### config.mk
export PLATFORM = sky130hd
export DESIGN_NAME = pcf8574_target
export DESIGN_NICKNAME = d
export VERILOG_FILES = /design/src/rtl/pcf8574_target.sv
export SDC_FILE = /design/constraint.sdc
export NUM_CORES = 1
export LEC_CHECK = 0
export BUFFER_PORTS_ARGS = -buffer_cell sky130_fd_sc_hd__buf_2
export CAP_MARGIN = 20
export CELL_PAD_IN_SITES_DETAIL_PLACEMENT = 1
export CELL_PAD_IN_SITES_GLOBAL_PLACEMENT = 1
export CORE_MARGIN = 2
export CORE_UTILIZATION = 46
export CTS_BUF_LIST = sky130_fd_sc_hd__clkbuf_8
export DETAILED_ROUTE_END_ITERATION = 10
export PLACE_DENSITY = 0.79
export SLEW_MARGIN = 20
export SYNTH_ARGS = -nofsm -noshare
export SYNTH_HDL_FRONTEND = slang
export SYNTH_SLANG_ARGS = --single-unit
### constraint.sdc
create_clock -name clk -period 2.25 [get_ports clk]
set_input_delay 0.45 -clock clk [delete_from_list [all_inputs] [get_ports clk]]
set_output_delay 0.45 -clock clk [all_outputs]
set_load 0.01 [all_outputs]
### src/rtl/pcf8574_target.sv
// pcf8574_target: I2C target emulating a PCF8574 8-bit port expander (reads enabled by PCF8574_TARGET_READ_EN)
module pcf8574_target #(
  parameter logic [6:0] ADDR        = 7'h27,
  parameter int         SYNC_STAGES = 2
) (
  input  logic       clk,
  input  logic       rst_n,
  input  logic       scl_in,
  input  logic       sda_in,
  output logic       sda_out,
  output logic       scl_out,
  input  logic [7:0] port_in,
  output logic [7:0] port_out,
  output logic       wr_stb,
  output logic       busy
);
`ifdef PCF8574_TARGET_READ_EN
  typedef enum logic [2:0] {S_IDLE, S_ADDR, S_ADDR_ACK, S_WRITE, S_WRITE_ACK, S_READ, S_READ_ACK, S_IGNORE} state_t;
`else
  typedef enum logic [2:0] {S_IDLE, S_ADDR, S_ADDR_ACK, S_WRITE, S_WRITE_ACK, S_IGNORE} state_t;
  logic unused_port_in;
  assign unused_port_in = ^port_in;
`endif
  state_t                 state_q;
  logic [SYNC_STAGES-1:0] scl_sync_q, sda_sync_q;
  logic                   scl_prev_q, sda_prev_q;
  logic [3:0]             cnt_q;
  logic [7:0]             sr_q, port_q;
  logic                   sda_q, wr_stb_q;
  logic                   scl_s, sda_s, start_c, stop_c, rise_c, fall_c, addr_hit;
  assign scl_s    = scl_sync_q[SYNC_STAGES-1];
  assign sda_s    = sda_sync_q[SYNC_STAGES-1];
  assign start_c  = scl_s & scl_prev_q & sda_prev_q & ~sda_s;
  assign stop_c   = scl_s & scl_prev_q & ~sda_prev_q & sda_s;
  assign rise_c   = scl_s & ~scl_prev_q;
  assign fall_c   = ~scl_s & scl_prev_q;
  assign addr_hit = sr_q[7:1] == ADDR;
  assign sda_out  = sda_q;
  assign scl_out  = 1'b1;
  assign port_out = port_q;
  assign wr_stb   = wr_stb_q;
  assign busy     = state_q != S_IDLE;
  // Bus line synchronizers plus one delayed copy for edge detection; idle bus is high
  always_ff @(posedge clk or negedge rst_n) begin
    if (!rst_n) begin
      scl_sync_q <= '1;
      sda_sync_q <= '1;
      scl_prev_q <= 1'b1;
      sda_prev_q <= 1'b1;
    end else begin
      scl_sync_q <= {scl_sync_q[SYNC_STAGES-2:0], scl_in};
      sda_sync_q <= {sda_sync_q[SYNC_STAGES-2:0], sda_in};
      scl_prev_q <= scl_s;
      sda_prev_q <= sda_s;
    end
  end
  // Protocol FSM: START/STOP override everything; sda changes only on SCL falls
  always_ff @(posedge clk or negedge rst_n) begin
    if (!rst_n) begin
      state_q  <= S_IDLE;
      cnt_q    <= 4'd0;
      sr_q     <= 8'h00;
      port_q   <= 8'hFF;
      sda_q    <= 1'b1;
      wr_stb_q <= 1'b0;
    end else begin
      wr_stb_q <= 1'b0;
      if (stop_c) begin
        state_q <= S_IDLE;
        sda_q   <= 1'b1;
      end else if (start_c) begin
        state_q <= S_ADDR;
        sda_q   <= 1'b1;
        cnt_q   <= 4'd0;
        sr_q    <= 8'h00;
      end else begin
        case (state_q)
          S_ADDR:
            if (rise_c) begin
              sr_q  <= {sr_q[6:0], sda_s};
              cnt_q <= cnt_q + 4'd1;
            end else if (fall_c && cnt_q == 4'd8) begin
`ifdef PCF8574_TARGET_READ_EN
              if (addr_hit) begin
`else
              if (addr_hit && !sr_q[0]) begin
`endif
                state_q <= S_ADDR_ACK;
                sda_q   <= 1'b0;
              end else
                state_q <= S_IGNORE;
            end
          S_ADDR_ACK:
            if (fall_c) begin
`ifdef PCF8574_TARGET_READ_EN
              if (sr_q[0]) begin
                state_q <= S_READ;
                sr_q    <= port_in;
                sda_q   <= port_in[7];
                cnt_q   <= 4'd1;
              end else begin
                state_q <= S_WRITE;
                sda_q   <= 1'b1;
                cnt_q   <= 4'd0;
              end
`else
              state_q <= S_WRITE;
              sda_q   <= 1'b1;
              cnt_q   <= 4'd0;
`endif
            end
          S_WRITE:
            if (rise_c) begin
              sr_q  <= {sr_q[6:0], sda_s};
              cnt_q <= cnt_q + 4'd1;
            end else if (fall_c && cnt_q == 4'd8) begin
              port_q   <= sr_q;
              wr_stb_q <= 1'b1;
              sda_q    <= 1'b0;
              state_q  <= S_WRITE_ACK;
            end
          S_WRITE_ACK:
            if (fall_c) begin
              sda_q   <= 1'b1;
              cnt_q   <= 4'd0;
              state_q <= S_WRITE;
            end
`ifdef PCF8574_TARGET_READ_EN
          S_READ:
            if (fall_c) begin
              if (cnt_q == 4'd8) begin
                sda_q   <= 1'b1;
                state_q <= S_READ_ACK;
              end else begin
                sda_q <= sr_q[6];
                sr_q  <= {sr_q[6:0], 1'b1};
                cnt_q <= cnt_q + 4'd1;
              end
            end
          S_READ_ACK:
            if (rise_c && sda_s)
              state_q <= S_IGNORE;
            else if (fall_c) begin
              state_q <= S_READ;
              sr_q    <= port_in;
              sda_q   <= port_in[7];
              cnt_q   <= 4'd1;
            end
`endif
          default: ;
        endcase
      end
    end
  end
endmodule

==> summary.md, run 1 <==
| Metric | Value |
|---|---|
| EDFF count, synth | `0` |
| # diodes | `0` |
| Initial antenna violation count | `0` |
| ANT nets after route | `0` |
| Clk pwr share | `0.401` |
| CP Launch Type | `flop` |
| Compound-Gate Fraction of Synth Area | `0.142` |
| Synthesized net count | `about 120` |
| Avg WL per Cell | `approximately 16 um` |
| Comb pwr share | `0.068` |
| CTS Buf Count | `5` |
| Min Hold Slack | `a little under 0.2 ns` |
| Syn Inst Count | `roughly 110` |
| Layout area overhead | `13.3%` |
| Main combinational cell family by area after synthesis | `compound AO/OA/AOI/OAI gates` |
| WP data arrival | `about 2.0 ns` |
| Gr busiest metal | `met2` |
| Library cells used by synthesis | `39` |
| Post-synth top cells | `dfrtp_1, dfstp_2, a22o_1, mux2_2, inv_1` |
| Mapped cell area | `around 0.0014 mm^2` |
| Total gr overflow | `0` |
| Placed inst area | `0.00147 mm^2` |
| WL final | `2600 um` |
| Top-area cell type share of the netlist area | `0.289` |
| Syn avg cell area | `12.7 um^2` |
| Critical path startpoint | `cnt_q[1]` |
| Fin area | `0.00157 mm^2` |
| Htree depth | `2` |
| Run status | `finished with violations` |
| Sw frac | `0.229` |
| Lkg Pwr | `between 0.7 and 0.8 nW` |
| Starting density of the core | `0.495` |
| Die area | `between 0.003 and 0.004 mm^2` |
| Post-layout min period | `~1.8 ns` |
| Placed Cells | `150` |
| Clk Tree Root Cell | `clkbuf_8` |
| Worst EP required | `between 2 and 2.5 ns` |
| Internal Power | `~900 uW` |
| Die width | `58.9 um` |
| Area contributors post-synth | `dfrtp_1, dfstp_2, mux2_2` |
| Vias in the first global route | `952` |
| Share of layout cells above drive strength 1 | `0.402` |
| Vias per std cell | `just under 6` |
| GR Util met1 | `0.234` |
| I/O pin count | `24` |
| Met3 Usage GRT | `0.0593` |
| Reg2reg start | `cnt_q[1]` |
| Post-synthesis mux area share | `0.0649` |
| Hold_buf cts | `0` |
| CTS tree | `done` |
| Failing checks | `DRC` |
| Crit Path Class | `reg -> reg` |
| RSZ-0062 raised after global routing | `false` |
| Die height | `approximately 59 um` |
| Final TNS setup | `0 ns` |
| PwrDens | `about 740 mW/mm^2` |
| Clk_skew | `between 0.009 and 0.01 ns` |
| Clock Pin Slew Worst Setup and Hold Paths | `roughly 0.070 ns` |
| Via count | `~900` |
| Setup violators final | `0` |
| Clk sink count | `31` |
| Relative slew slack | `0.563` |
| Max Slew Vio Count | `0` |
| Ys async rst share | `1.00` |
| Cts repair resizes | `0` |
| Final Cycle Share | `0.817` |
| Hold Path Class | `in -> async` |
| Global-route wire length before repair | `4550 um` |
| FMAX | `about 540 MHz` |
| Register area share after synthesis | `0.573` |
| Core Region | `0.00281 mm^2` |
| Largest net degree at the start of global routing | `32` |
| Post-Synth Adder-Cell Area | `0.0180` |
| Port Buf Inserts | `14` |
| Crit end category | `flop` |
| Iter 0 DRT Violations | `16` |
| Max-cap check violation count | `0` |
| Global Route Usage Sum | `0.179` |
| Simple-Gate Fraction of Synth Area | `0.133` |
| TritonRoute pass-1 iters | `7` |
| P_sw | `266 uW` |
| Post-Synth XOR/XNOR Area | `0.0252` |
| Skew-Pair Late Insertion Delay | `0.28 ns` |
| Net count, final | `140` |
| Yosys top cell by area | `dfrtp_1` |
| Cell with the most instances after synthesis | `dfrtp_1` |
| Seq cells post-synth | `31` |
| Detailed-route DRC error count | `1` |
| Cell Count, Final, Fillers Out | `between 150 and 200` |
| Met2 Use GR | `0.287` |
| VDD IR max | `between 0.4 and 0.5 mV` |
| Synth warnings | `0` |
| Hpwl dp | `between 1500 and 2000 um` |
| Main flop type after synthesis | `dfrtp_1` |
| Final hold vios | `0` |
| Max Fanout on Critical Path | `10` |
| Part of the power in registers | `0.531` |
| Least-Margin Pin Slew | `0.656 ns` |
| Routability cong. | `~0.80` |
| FP Rows | `19` |
| Postcts setup bufs | `0` |
| Clock buffer depth | `2` |
-- critical path: stages (launching register included) --
cell and delay (ns):
dfrtp_1 0.40, inv_1 0.10, ha_1 0.16, nand3b_1 0.14, nor4b_4 0.40, nand2_2 0.24
mux2_2 0.32
-- cell usage in the layout (no fill, tap or decap), types with 2 or more instances in the layout --
cell      netlist  routed
dfrtp_1        16      16
xor2_1          3       3
or3_1           2       2
or4bb_1         2       2
o31a_1          2       2
dfstp_2        15      15
clkbuf_8        0       7
inv_1           7       8
o21ai_0         5       5
o211ai_1        2       2
buf_2           1      14
nand2_1         4       4
mux2_2          8       8
ha_1            2       2
a22o_1          8       8
nor3_1          4       4
nor2_1          3       3
-- cell families after synthesis --
group,after synthesis
buffers and inverters,12
other,1
XOR/XNOR,4
flip-flops,31
adder cells (fa/ha/maj),2
AND/OR/NAND/NOR,26
multiplexers,8
AO/OA/AOI/OAI,25
-- power by group through the flow --
stage / combinational [mW] / sequential [mW] / clock, mW
final: 0.0792 / 0.617 / 0.467
after CTS: 0.0823 / 0.618 / 0.483
after detailed placement: 0.0802 / 0.627 / 0
after global placement: 0.0739 / 0.625 / 0
after floorplan: 0.0565 / 0.615 / 0
after global routing: 0.0896 / 0.623 / 0.502
-- worst paths after layout --
path                       depth (start not counted)            end  slack [ns]
max                                                6    port_out[0]        0.41
min                                                1     state_q[0]        0.19
max reg2reg                                        6    port_out[0]        0.41
min reg2reg                                        0  sda_sync_q[1]        0.35
max in group asynchronous                          1       cnt_q[0]        1.62
min in group clk                                   1  scl_sync_q[0]        0.27
-- routing by layer --
layer,routed length (um),up-vias
met3,89,4
met5,0,-
met4,29,0
li1,-,424
met2,1340,14
met1,1130,472
-- cell type report --
cell class,count,area [um^2]
Sequential cell,31,795
Tap cell,31,38.8
Fill cell,301,1230
Clock inverter,1,3.75
Multi-Input combinational cell,66,536
Timing Repair Buffer,15,77.6
Clock buffer,7,96.3
Inverter,7,26.3
-- sequential cells by signal, summed over array words and instances (netlist names) --
signal      flops
port_out        8
sr_q            8
cnt_q           4
state_q         3
scl_sync_q      2
sda_sync_q      2
scl_prev_q      1
sda_out         1
sda_prev_q      1
wr_stb          1
-- stage by stage --
step	total power [mW]	util	setup slack [ns]
global route	1.21	0.561	0.299
floorplan	0.672	-	0.651
global placement	0.699	0.525	0.476
CTS	1.18	0.561	0.367
detailed placement	0.707	0.525	0.408
finish	1.16	0.561	0.411
(Power assumes the default switching activity.)
==> run 2: changes to the inputs <==
Clock period 2.25 ns to 1.71 ns, I/O delays scaled along.
==> summary.md, run 2 (same netlist as run 1, synthesis figures left out) <==
| Metric | Value |
|---|---|
| Clock Pin Slew Worst Setup and Hold Paths | `0.06 ns (was 0.07 ns)` |
| Skew-Pair Late Insertion Delay | `0.28 ns (about the same)` |
| FP Rows | `19 (unchanged)` |
| Hold Path Class | `in -> async (unchanged)` |
| Iter 0 DRT Violations | `9 (was 16)` |
| Share of layout cells above drive strength 1 | `0.496 (was 0.402)` |
| Lkg Pwr | `0.808 nW (was 0.748 nW)` |
| I/O pin count | `24 (unchanged)` |
| Fin area | `0.00170 mm^2 (was 0.00157 mm^2)` |
| Relative slew slack | `0.553 (was 0.563)` |
| Min Hold Slack | `0.100 ns (was 0.193 ns)` |
| Buf+Inv Stages, Crit Path | `2 (was 1)` |
| Commonest cells after routing, fill and taps aside | `dfrtp_1, dfstp_2, buf_2, buf_4 (was dfrtp_1, dfstp_2, buf_2)` |
| Core Region | `0.00281 mm^2 (unchanged)` |
| Max Slew Vio Count | `0 (unchanged)` |
| Total gr overflow | `0 (unchanged)` |
| Clk sink count | `31 (unchanged)` |
| Global-route wire length before repair | `5000 um (was 4550 um)` |
| CTS tree | `done (unchanged)` |
| Hold_buf cts | `0 (unchanged)` |
| RSZ-0062 raised after global routing | `true (was false)` |
| Initial antenna violation count | `0 (unchanged)` |
| Clock buffer depth | `2 (unchanged)` |
| Failing checks | `DRC (unchanged)` |
| Placed inst area | `0.00152 mm^2 (was 0.00147 mm^2)` |
| Max-cap check violation count | `0 (unchanged)` |
| Setup WS post-layout | `0.0278 ns (was 0.411 ns)` |
| Hpwl dp | `2010 um (was 1750 um)` |
| # diodes | `0 (unchanged)` |
| Port Buf Inserts | `14 (unchanged)` |
| Crit path largest cell delay | `0.42 ns (was 0.40 ns)` |
| Clk Tree Root Cell | `clkbuf_8 (unchanged)` |
| Total power | `1.68 mW (was 1.16 mW)` |
| TritonRoute pass-1 iters | `7 (unchanged)` |
| CP top delay family | `flip-flops (was simple AND/OR/NAND/NOR gates)` |
| Largest net degree at the start of global routing | `32 (unchanged)` |
| Final Cycle Share | `0.984` |
| FMAX | `594 MHz` |
| Least-Margin Pin Slew | `0.671 ns (was 0.656 ns)` |
| Run status | `finished with violations (unchanged)` |
| Htree depth | `2 (unchanged)` |
| Die height | `58.9 um (unchanged)` |
| ANT nets after route | `0 (unchanged)` |
| Cell Chain, Critical Path | `buf_6, or3_1, buf_2 (was inv_1, ha_1, nand3b_1, nor4b_4, nand2_2, mux2_2)` |
| PwrDens | `991 mW/mm^2 (was 740 mW/mm^2)` |
| Worst path slowest cell | `dfrtp_1 (unchanged)` |
| Met3 Usage GRT | `0.0462 (was 0.0593)` |
| Met2 Use GR | `0.368 (was 0.287)` |
| CTS Buf Count | `5 (unchanged)` |
| Die area | `0.00347 mm^2 (unchanged)` |
| Clk_skew | `0.00635 ns (was 0.00937 ns)` |
| Crit Path Class | `reg -> out (was reg -> reg)` |
| Post-layout min period | `~1.7 ns` |
| # fillers | `291 (was 301)` |
| Setup violators final | `0 (unchanged)` |
| Avg WL per Cell | `17.8 um (was 16.4 um)` |
| WP data arrival | `1.34 ns (was 2.04 ns)` |
| Vias per std cell | `5.67 (was 5.78)` |
| Core Util, Final | `0.604 (was 0.561)` |
| GR Util met1 | `0.218 (was 0.234)` |
| Max Fanout on Critical Path | `8 (was 10)` |
| Die width | `58.9 um (unchanged)` |
| Crit end category | `primary output (was flop)` |
| Setup slack, reg-to-reg | `0.06 ns (was 0.41 ns)` |
| VDD IR max | `0.666 mV (was 0.484 mV)` |
| Final hold vios | `0 (unchanged)` |
| Via count | `953 (was 914)` |
| Starting density of the core | `0.495 (unchanged)` |
| Worst EP required | `1.37 ns (was 2.45 ns)` |
| Vias in the first global route | `1048 (was 952)` |
| Layout area overhead | `22.2% (was 13.3%)` |
| Detailed-route DRC error count | `1 (unchanged)` |
| WL final | `2980 um (was 2600 um)` |
| DP Worst Slack | `-0.0185 ns (was 0.408 ns)` |
| Net count, final | `150 (was 140)` |
| CP Launch Type | `flop (unchanged)` |
| Gr busiest metal | `met2 (unchanged)` |
| Routability cong. | `0.798 (was 0.795)` |
| Global Route Usage Sum | `0.198 (was 0.179)` |
==> run 2: metal layers <==
layer / wire, um / part of all wire
met4: 40 / 0.013
met1: 1230 / 0.41
met5: 0 / 0
met3: 79 / 0.026
met2: 1630 / 0.55
==> run 2: area by class of cell <==
class | count | area (um^2) | area share
Clock buffer | 5 | 68.8 | 0.0406
Timing Repair Buffer | 25 | 156 | 0.0923
Tap cell | 31 | 38.8 | 0.0229
Clock inverter | 3 | 37.5 | 0.0221
Inverter | 7 | 26.3 | 0.0155
Multi-Input combinational cell | 66 | 572 | 0.337
Sequential cell | 31 | 796 | 0.469
==> run 2: final timing paths <==
check	from	to	depth (start not counted)
max	state_q[1]	busy	3
min	rst_n	state_q[0]	1
max reg2reg	cnt_q[0]	port_out[5]	6
min reg2reg	scl_sync_q[0]	scl_sync_q[1]	0
max in group asynchronous	rst_n	state_q[0]	1
min in group clk	scl_in	scl_sync_q[0]	1
==> run 2: where the power goes <==
group | internal (mW) | leakage [nW] | switching (mW)
Combinational | 0.108 | 0.372 | 0.0867
Clock | 0.423 | 0.0607 | 0.252
Sequential | 0.774 | 0.375 | 0.0357
==> run 2: per-stage QoR <==
| step | TNS, ns | cells |
|---|---|---|
| floorplan | 0 | 109 |
| global placement | 0 | 156 |
| detailed placement | -0.0546 | 156 |
| CTS | 0 | 164 |
| global route | -0.0740 | 168 |
| finish | 0 | 168 |
==> run 2: timing repair <==
action	in CTS	in global routing
setup buffers	0	4
resized for setup	2	10
pin swaps	1	3
setup endpoints to repair	8	10
